## config.mk

```make
export PLATFORM = sky130hd
export DESIGN_NAME = abp_frame_receiver
export DESIGN_NICKNAME = d
export VERILOG_FILES = /design/src/rtl/abp_frame_receiver.sv
export SDC_FILE = /design/constraint.sdc
export NUM_CORES = 1
export LEC_CHECK = 0
export ABC_CLOCK_PERIOD_IN_PS = 2800
export CAP_MARGIN = 20
export CORE_AREA = 2 2 70 72
export DETAILED_ROUTE_END_ITERATION = 12
export DIE_AREA = 0 0 72 74
export PLACE_DENSITY = 0.76
export REMOVE_ABC_BUFFERS = 1
export SETUP_SLACK_MARGIN = 0.2
export SYNTH_ARGS = -nofsm -noshare
export SYNTH_HDL_FRONTEND = slang
export SYNTH_SLANG_ARGS = --single-unit
```

## constraint.sdc

```tcl
create_clock -name clk -period 2.8 [get_ports clk]
set_input_delay 0.56 -clock clk [delete_from_list [all_inputs] [get_ports clk]]
set_output_delay 0.56 -clock clk [all_outputs]
set_load 0.1 [all_outputs]
```

## src/rtl/abp_frame_receiver.sv

```systemverilog
// Receive end of the alternating-bit protocol: filters duplicate/corrupt frames,
// buffers accepted payloads in a FWFT FIFO and acknowledges every frame.
module abp_frame_receiver #(
    parameter int unsigned DATA_W     = 8,
    parameter int unsigned FIFO_DEPTH = 4,
    parameter int unsigned ACK_RETX   = 15
) (
    input  logic                          clk,
    input  logic                          rst_n,
    input  logic                          msg_valid,
    input  logic                          msg_bit,
    input  logic                          msg_err,
    input  logic [DATA_W-1:0]             msg_data,
    output logic                          ack_valid,
    output logic                          ack_bit,
    output logic                          out_valid,
    output logic [DATA_W-1:0]             out_data,
    input  logic                          out_ready,
    output logic                          exp_bit,
    output logic [$clog2(FIFO_DEPTH):0]   fifo_count,
    output logic [7:0]                    drop_cnt
);

    localparam int unsigned PTR_W = $clog2(FIFO_DEPTH);
    localparam int unsigned CNT_W = PTR_W + 1;
    localparam int unsigned TMR_W = $clog2(ACK_RETX + 1);

    typedef enum logic {
        ST_WAIT = 1'b0,
        ST_ACK  = 1'b1
    } state_t;

    state_t             state, state_d;
    logic               exp_bit_d;
    logic               ack_bit_d;
    logic [PTR_W-1:0]   wr_ptr, wr_ptr_d;
    logic [PTR_W-1:0]   rd_ptr, rd_ptr_d;
    logic [CNT_W-1:0]   count_d;
    logic [7:0]         drop_d;
    logic [TMR_W-1:0]   timer, timer_d;
    logic [DATA_W-1:0]  mem [FIFO_DEPTH];

    logic full, seq_ok, accept, refuse, pop, expire;

    // Frame classification uses pre-update state; full is sampled before any same-cycle pop.
    always_comb begin
        full   = (fifo_count == CNT_W'(FIFO_DEPTH));
        seq_ok = msg_valid && !msg_err && (msg_bit == exp_bit);
        accept = seq_ok && !full;
        refuse = seq_ok && full;
        pop    = out_valid && out_ready;
        expire = !msg_valid && (timer == TMR_W'(ACK_RETX));
    end

    // Next-state: every frame or timer expiry produces exactly one ack pulse.
    always_comb begin
        state_d   = ST_WAIT;
        exp_bit_d = exp_bit;
        ack_bit_d = ack_bit;
        wr_ptr_d  = wr_ptr;
        rd_ptr_d  = rd_ptr;
        count_d   = fifo_count;
        drop_d    = drop_cnt;
        timer_d   = timer + TMR_W'(1);

        if (accept) begin
            exp_bit_d = ~exp_bit;
            wr_ptr_d  = wr_ptr + PTR_W'(1);
        end
        if (refuse && (drop_cnt != 8'hFF)) begin
            drop_d = drop_cnt + 8'd1;
        end
        if (pop) begin
            rd_ptr_d = rd_ptr + PTR_W'(1);
        end
        count_d = fifo_count + CNT_W'(accept) - CNT_W'(pop);

        if (msg_valid || expire) begin
            state_d   = ST_ACK;
            ack_bit_d = ~exp_bit_d;
            timer_d   = '0;
        end
    end

    always_ff @(posedge clk or negedge rst_n) begin
        if (!rst_n) begin
            state      <= ST_WAIT;
            exp_bit    <= 1'b0;
            ack_bit    <= 1'b1;
            wr_ptr     <= '0;
            rd_ptr     <= '0;
            fifo_count <= '0;
            drop_cnt   <= '0;
            timer      <= '0;
        end else begin
            state      <= state_d;
            exp_bit    <= exp_bit_d;
            ack_bit    <= ack_bit_d;
            wr_ptr     <= wr_ptr_d;
            rd_ptr     <= rd_ptr_d;
            fifo_count <= count_d;
            drop_cnt   <= drop_d;
            timer      <= timer_d;
        end
    end

    // Payload storage needs no reset; out_data is forced to zero while empty.
    always_ff @(posedge clk) begin
        if (accept) begin
            mem[wr_ptr] <= msg_data;
        end
    end

    assign ack_valid = (state == ST_ACK);
    assign out_valid = (fifo_count != '0);
    assign out_data  = out_valid ? mem[rd_ptr] : '0;

endmodule

```

==> impl_metrics.toml, run 1 <==
[status]
outcome = "finished clean"

[place]
port-buffer-count = 36
detailedPlacementHpwl_um = 2840
gpl.final_weighted_congestion = 0.795

[routing]
highest_layer = "met4"
dr_total_vias = 1270
drt.antenna.violating_nets = 0
drt_first_iter_violations = 67
drt_pre_antenna_iters = 5
met2RoutedLength_um = 2150
route.detailed.vias_per_inst = 5.23
postRouteWirelength_um = 3880
route.detailed.drc = 0
wl_met3_um = 153
routed_wire_length_per_instance_um = 16.0
wl_met1_um = 1500

[clocking]
cts-root-buf = "sky130_fd_sc_hd__clkbuf_8"
clk_path_buf_depth = 2
cts_post_setup_buffers_inserted = 0
cts.sink_count = 54
cts_max_level = 2
tritoncts.num_buffers = 5
tritoncts = "done"
worstSkewPairLatency_ns = 0.30
clk_pin_slew_ns = 0.08

[sta]
tightestPinTransition_ns = 0.462
rsz0062_at_grt = "no"
finalClockSkew_ns = 0.00401
hold-worst-slack_ns = 0.473
hold_viol = 0
max_slew_margin_pct = 69.2
fmaxAchievable_ghz = 0.406
final-max-slew-violation-count = 0
setup_viol = 0
fin_crit_sh_pct = 88.0
timing.final.crit_period_ns = 2.47

[die]
fp.dieArea_um2 = 5330
die_height_um = 74
die_width_um = 72
initial_core_util_pct = 50.0
row_count = 25
ios = 37
fp.coreArea_um2 = 4600

[yosys]
post_synth_num_cell_types = 31
syn_area_per_cell_um2 = 16.0
synth-async-reset-ratio_pct = 40.7
synth.yosys.seq_area_share_pct = 65.8
top_ff_cell_synth = "sky130_fd_sc_hd__edfxtp_1"
yosysTopAreaCellShare_pct = 41.8
synth-seq-cells = 54
post_synth_most_frequent_cells = "32 x sky130_fd_sc_hd__edfxtp_1, 21 x sky130_fd_sc_hd__dfrtp_1, 14 x sky130_fd_sc_hd__and2_1"
synth.cell_area_um2 = 2300
synth-warning-count = 0
edff_count_synth = 32
synth.most_common_cell = "sky130_fd_sc_hd__edfxtp_1"
synthTopCellsByArea = "sky130_fd_sc_hd__edfxtp_1 42%, sky130_fd_sc_hd__dfrtp_1 23%, sky130_fd_sc_hd__mux4_2 7.8%"
syn-instance-count = 144
synth.largest_area_cell = "sky130_fd_sc_hd__edfxtp_1"

[final_layout]
area_growth_pct = 25.0
layout.nets = 211
antenna_cells = 0
utilization_pct = 62.5
fillCellCount = 342
layout-drive-gt1-share_pct = 26.5

[setup_path]
cp-end-kind = "register"
path_class = "primary input to register"
cp_max_fo = 2
worst_ep_arrival_time_ns = 2.65
worstSetupStartpointType = "primary input"
critPathRequiredTime_ns = 2.99
timing.critical_path.cells = "clkdlybuf4s50_1 > xor2_1 > nor4b_4 > inv_1 > ha_1 > inv_1 > ha_1 > fa_2 > xor2_1 > xnor2_1"
timing.critical_path.slowest_cell_delay_ns = 0.41
cpMaxStageDelayCell = "sky130_fd_sc_hd__clkdlybuf4s50_1"

[grt]
globalRouteOverflowTotal = 0
groute.usage.overall_pct = 16.3
number_of_antenna_violations_at_the_first_check_in_global_routing = 0
grt_pass1_wl_um = 6290
grt_pass1_vias = 1307
pin_count_of_the_biggest_net_entering_global_routing = 23

[hold_path]
worst_hold_path_type = "register to register"

[run]
drv_cap = 0
cell type report:
type                    count  area (um^2)  area share [%]
clock buffers               6         72.6            2.53
repair buffers             41          440            15.3
inverters                   9         33.8            1.18
well taps                  54         67.6            2.35
multi-input cells          77          737            25.6
flip-flops and latches     54         1510            52.7
clock inverters             2         8.76           0.305
timing repair:
| item | CTS | global route |
|---|---|---|
| hold buffers | 0 | 0 |
| resized for setup | 0 | 2 |
| endpoints found under the setup margin | 0 | 4 |
path summary, 6_finish.rpt:
kind                                     from       endpoint  slack [ns]  cells after the start
worst max-delay path                  msg_bit  fifo_count[2]        0.33                     10
worst min-delay path                  ack_bit        ack_bit        0.47                      2
worst max register to register  fifo_count[0]  fifo_count[2]        0.50                      8
worst min register to register        ack_bit        ack_bit        0.47                      2
max in group asynchronous               rst_n        ack_bit        1.93                      2
min in group asynchronous               rst_n    drop_cnt[2]        0.60                      2
worst max-delay path, delay by kind of cell:
| kind | cells | cell delay, ns |
|---|---|---|
| xor gates and xnor gates | 3 | 0.47 |
| buffers and inverters | 3 | 0.52 |
| and+or+nand+nor | 1 | 0.30 |
| adders and majority gates | 3 | 0.80 |
kinds of logic after synthesis:
logic type / Yosys count / share of synthesized area, %
AO/OA/AOI/OAI: 8 / 2.07
XOR/XNOR: 14 / 5.33
adder cells (fa/ha/maj): 9 / 5.23
buffers and inverters: 13 / 2.23
flip-flops: 54 / 65.8
multiplexers: 9 / 8.33
AND/OR/NAND/NOR: 37 / 11.0
flip-flops by register name (all words and copies together), names as in the netlist:
signal and count:
rd_ptr 2, exp_bit 1, ack_bit 1, drop_cnt 8, mem 32, timer 4
fifo_count 3, ack_valid 1, wr_ptr 2
through the flow:
| stage | cells | setup WS (ns) | instance area (um^2) | TNS, ns |
|---|---|---|---|---|
| final | 243 | 0.335 | 2870 | 0 |
| after global routing | 243 | 0.229 | 2870 | 0 |
| after CTS | 243 | 0.252 | 2870 | 0 |
| after detailed placement | 235 | -0.0205 | 2790 | -0.0205 |
| after global placement | 235 | 0.0409 | 2790 | 0 |
| after floorplan | 140 | -0.619 | 2280 | -5.18 |
layer usage:
metal  vias to the layer above  track usage [%]
met1                       632             19.9
met3                         6             3.39
met4                         0             7.55
met5                         -                0
met2                        27             28.2
li1                        605                -
layout by cell type (no fill, tap or decap), types with 5 or more instances in the layout:
cell type                         instances
sky130_fd_sc_hd__edfxtp_1                32
sky130_fd_sc_hd__dfrtp_1                 20
sky130_fd_sc_hd__buf_4                   20
sky130_fd_sc_hd__and2_1                  14
sky130_fd_sc_hd__clkdlybuf4s50_1         13
sky130_fd_sc_hd__xor2_1                  10
sky130_fd_sc_hd__inv_1                    9
sky130_fd_sc_hd__mux4_2                   8
sky130_fd_sc_hd__ha_1                     8
sky130_fd_sc_hd__buf_12                   8
sky130_fd_sc_hd__nand2_1                  5
sky130_fd_sc_hd__clkbuf_8                 5
Power of run 1 is left out: the tool's default activity adds up to more than one toggle a clock period on the data nets, which glitch-free logic cannot reach.
==> inputs of run 2 (changes only) <==
Settings changed: CORE_AREA 2 2 70 72 to 2 2 74 76, CTS_CLUSTER_SIZE set to 28, DIE_AREA 0 0 72 74 to 0 0 76 78, PLACE_DENSITY 0.76 to 0.69.
==> impl_metrics.toml, run 2 (synthesized netlist as in run 1, its figures left out) <==
[status]
outcome = "finished clean"

[grt]
globalRouteOverflowTotal = 0
number_of_antenna_violations_at_the_first_check_in_global_routing = 0
pin_count_of_the_biggest_net_entering_global_routing = 23
grt.met3_usage_pct = 4.53
global_route.usage.met2_pct = 26.2
top_usage_layer = "met2"
grt_pass1_vias = 1357
groute.usage.overall_pct = 14.5
grt_use_met1_pct = 16.1
grt_pass1_wl_um = 6540

[setup_path]
cpMaxStageDelayCell = "sky130_fd_sc_hd__dfrtp_2"
critPathRequiredTime_ns = 2.24
timing.critical_path.slowest_cell_delay_ns = 0.58
crit-reg2reg-capture = "fifo_count[2]"
r2r_slack_ns = 0.43
cp_max_fo = 10
worst_ep_arrival_time_ns = 1.83
critical_path.reg2reg.startpoint = "fifo_count[0]"
timing.critical_path.cells = "mux4_2 > and2_1 > buf_12"
worst_r2r_path_depth = 8
worstSetupStartpointType = "register"
path_class = "register to primary output"
cp-end-kind = "primary output"

[routing]
dr_total_vias = 1297
route.detailed.vias_per_inst = 5.03
route.detailed.drc = 0
drt_first_iter_violations = 78
drt_pre_antenna_iters = 4
drt.antenna.violating_nets = 0
postRouteWirelength_um = 3950
routed_wire_length_per_instance_um = 15.3

[die]
fp.dieArea_um2 = 5930
die_height_um = 78
ios = 37
initial_core_util_pct = 45.6
row_count = 26
fp.coreArea_um2 = 5040
die_width_um = 76

[sta]
finalClockSkew_ns = 0.00662
fmaxAchievable_ghz = 0.419
final-max-slew-violation-count = 0
timing.final.crit_period_ns = 2.39
setup_viol = 0
fin_crit_sh_pct = 85.3
rsz0062_at_grt = "no"
tightestPinTransition_ns = 0.442
hold-worst-slack_ns = 0.496
hold_viol = 0
max_slew_margin_pct = 70.5

[final_layout]
antenna_cells = 0
multiInputGateArea_um2 = 742
seqCellArea_um2 = 1510
top_register = "mem"
area_growth_pct = 27.0
fillCellCount = 396
layout-drive-gt1-share_pct = 26.1
number_of_flip_flops_in_the_largest_register = 32
mostFrequentLayoutCells = "32 x sky130_fd_sc_hd__edfxtp_1, 20 x sky130_fd_sc_hd__dfrtp_1, 19 x sky130_fd_sc_hd__buf_4"
leading_registers_by_flop_count = "mem x32, drop_cnt x8, timer x4"
final_common_cell = "sky130_fd_sc_hd__edfxtp_1"
layout.nets = 210

[hold_path]
terminating_pin_of_the_worst_hold_path = "ack_bit"
holdCritStartpoint = "ack_bit"
worst_hold_path_type = "register to register"
hold_path_depth = 2

[place]
port-buffer-count = 36
gpl.final_weighted_congestion = 0.722
detailedPlacementHpwl_um = 2800

[clocking]
tritoncts = "done"
cts.sink_count = 54
worstSkewPairLatency_ns = 0.30
cts_post_setup_buffers_inserted = 0
cts-root-buf = "sky130_fd_sc_hd__clkbuf_8"
tritoncts.num_buffers = 5
cts_max_level = 2
clk_pin_slew_ns = 0.09
clk_path_buf_depth = 2

[run]
drv_cap = 0
==> run 2: cell types whose count changed in the layout (fill, tap and decap cells not counted) <==
cell	change
sky130_fd_sc_hd__clkdlybuf4s50_1	-1
sky130_fd_sc_hd__bufinv_16	+1
sky130_fd_sc_hd__dlymetal6s2s_1	+1
sky130_fd_sc_hd__xor2_1	-1
sky130_fd_sc_hd__clkinv_2	-1
sky130_fd_sc_hd__fa_1	+1
sky130_fd_sc_hd__buf_4	-1
sky130_fd_sc_hd__xor2_2	+1
sky130_fd_sc_hd__fa_2	-1
==> run 2: routing by layer <==
layer	vias up	wire length [um]	share of wire [%]
met1	658	1670	42
met4	0	67	1.7
met2	32	2000	51
li1	602	-	-
met5	-	0	0
met3	5	213	5.4
==> run 2: worst max-delay path: cells and delay by family, from the launching register on <==
kind                   cells  cell delay (ns)
buffers and inverters      1             0.18
DFF                        1             0.58
muxes                      1             0.55
and+or+nand+nor            1             0.21
==> run 2: area by class of cell <==
class | instances | share of cell area [%]
multi-input cells | 77 | 25.4
well taps | 70 | 3.00
inverters | 9 | 1.16
repair buffers | 40 | 14.9
clock inverters | 2 | 1.16
flip-flops and latches | 54 | 51.9
clock buffers | 6 | 2.49
==> run 2: metrics by stage <==
step	util, %	setup TNS, ns	instances	setup WS (ns)	cell area [um^2]
2_1_floorplan	-	-5.18	140	-0.619	2280
3_3_place_gp	55.6	0	250	0.0622	2800
3_5_place_dp	55.6	0	250	0.00823	2800
4_1_cts	57.7	0	258	0.335	2910
5_1_grt	57.9	0	258	0.318	2920
6_report	57.9	0	258	0.413	2920
==> run 2: timing repair <==
item	CTS	global route
resized for setup	1	2
endpoints found under the setup margin	1	1
pin swaps	0	2
gates cloned	0	0
hold buffers	0	0
==> run 2: worst max path at each step <==
stage / cells past startpoint / startpoint / to / slack, ns
after floorplan: 8 / fifo_count[0] / fifo_count[2] / -0.62
after global placement: 10 / msg_bit / fifo_count[2] / 0.06
after detailed placement: 10 / msg_bit / fifo_count[2] / 0.008
after CTS: 10 / msg_bit / fifo_count[2] / 0.33
after global routing: 8 / fifo_count[0] / fifo_count[2] / 0.32
final: 3 / rd_ptr[0] / out_data[6] / 0.41
Power of run 2 is left out for the same reason.
==> inputs of run 3 (changes only) <==
Settings changed: CORE_AREA 2 2 74 76 to 4 4 76 78, DIE_AREA 0 0 76 78 to 0 0 80 82, HOLD_SLACK_MARGIN set to 0.12.
==> impl_metrics.toml, run 3 (synthesized netlist as in run 1, its figures left out) <==
[clocking]
tritoncts = "done"
tritoncts.num_buffers = 5
clk_pin_slew_ns = 0.09
post_cts_sizing = 0
cts.sink_count = 54
cts_post_setup_buffers_inserted = 0
cts-root-buf = "sky130_fd_sc_hd__clkbuf_8"
cts_hold_repair.buffers = 0
clk_path_buf_depth = 2
cts_max_level = 2
worstSkewPairLatency_ns = 0.29

[sta]
finalClockSkew_ns = 0.00862
rsz0062_at_grt = "no"
final-max-slew-violation-count = 0
hold_viol = 0
fin_crit_sh_pct = 88.6
max_slew_margin_pct = 69.2
timing.final.crit_period_ns = 2.48
fmaxAchievable_ghz = 0.403
tightestPinTransition_ns = 0.462
setup_viol = 0

[grt]
pin_count_of_the_biggest_net_entering_global_routing = 23
grt_pass1_vias = 1410
grt.met3_usage_pct = 2.63
groute.usage.overall_pct = 13.4
number_of_antenna_violations_at_the_first_check_in_global_routing = 0
global_route.usage.met2_pct = 25.0
top_usage_layer = "met2"
grt_pass1_wl_um = 6640
grt_use_met1_pct = 15.3
globalRouteOverflowTotal = 0

[final_layout]
area_growth_pct = 25.7
fillCellCount = 407
layout.nets = 211
top_register = "mem"
mostFrequentLayoutCells = "32 x sky130_fd_sc_hd__edfxtp_1, 21 x sky130_fd_sc_hd__dfrtp_1, 20 x sky130_fd_sc_hd__buf_4"
final_cell_count_no_fill = 259
final_common_cell = "sky130_fd_sc_hd__edfxtp_1"
layout-drive-gt1-share_pct = 24.9
antenna_cells = 0
number_of_flip_flops_in_the_largest_register = 32
leading_registers_by_flop_count = "mem x32, drop_cnt x8, timer x4"

[status]
outcome = "finished clean"

[setup_path]
cp-end-kind = "register"
path_class = "primary input to register"
r2r_slack_ns = 0.48
timing.critical_path.cells = "clkdlybuf4s50_1 > xor2_1 > nor4b_4 > inv_1 > ha_1 > inv_1 > ha_1 > fa_1 > xor2_1 > xnor2_1"
cp_max_fo = 2
worstSetupStartpointType = "primary input"
worst_ep_arrival_time_ns = 2.66
cpMaxStageDelayCell = "sky130_fd_sc_hd__clkdlybuf4s50_1"
timing.critical_path.slowest_cell_delay_ns = 0.41
critPathRequiredTime_ns = 2.98

[place]
gpl.final_weighted_congestion = 0.700
place.detailed.instances = 251
port-buffer-count = 36
detailedPlacementHpwl_um = 2940

[die]
ios = 37
fp.coreArea_um2 = 5070
die_width_um = 80
die_height_um = 82
fp.dieArea_um2 = 6560
initial_core_util_pct = 45.3
row_count = 26

[routing]
drt.antenna.violating_nets = 0
route.detailed.vias_per_inst = 4.93
postRouteWirelength_um = 3900
drt_pre_antenna_iters = 4
drt_first_iter_violations = 113
route.detailed.drc = 0
routed_wire_length_per_instance_um = 15.1
dr_total_vias = 1278

[run]
drv_cap = 0

[hold_path]
worst_hold_path_type = "register to register"
-- run 3: per-layer routing --
layer,share of wire [%],routed length (um)
met2,56,2170
met4,1.4,53
met1,40,1570
met5,0,0
met3,2.6,101
-- run 3: worst max-delay path: cells and delay by family --
family	cells	cell delay, ns
simple gates	1	0.27
fa+ha+maj	3	0.83
xor+xnor	3	0.48
buf+inv	3	0.52
-- run 3: final timing paths --
path / from / endpoint / cells past startpoint
worst max-delay path: msg_bit / fifo_count[2] / 10
worst min register to register: ack_bit / ack_bit / 2
worst min-delay path: ack_bit / ack_bit / 2
max in group asynchronous: rst_n / ack_bit / 2
worst max register to register: fifo_count[2] / fifo_count[2] / 8
min in group asynchronous: rst_n / drop_cnt[7] / 2
-- run 3: area by class of cell --
type | count | area (um^2) | area share (%)
sequential | 54 | 1510 | 52.4
multi-input combinational | 77 | 734 | 25.4
timing repair buffer | 41 | 440 | 15.2
tap | 70 | 87.6 | 3.03
clock buffer | 8 | 80.1 | 2.77
inverter | 9 | 33.8 | 1.17
-- run 3: metrics by stage --
stage	utilization [%]	cell area [um^2]	worst slack, ns	hold WS (ns)	TNS, ns
6_report	56.9	2890	0.318	0.475	0
5_1_grt	56.9	2890	0.212	0.497	0
4_1_cts	56.9	2890	0.293	0.480	0
3_5_place_dp	55.4	2810	-0.0197	0.465	-0.0197
3_3_place_gp	55.4	2810	0.0522	0.454	0
2_1_floorplan	-	2280	-0.619	0.264	-5.18
Power of run 3 is left out for the same reason.
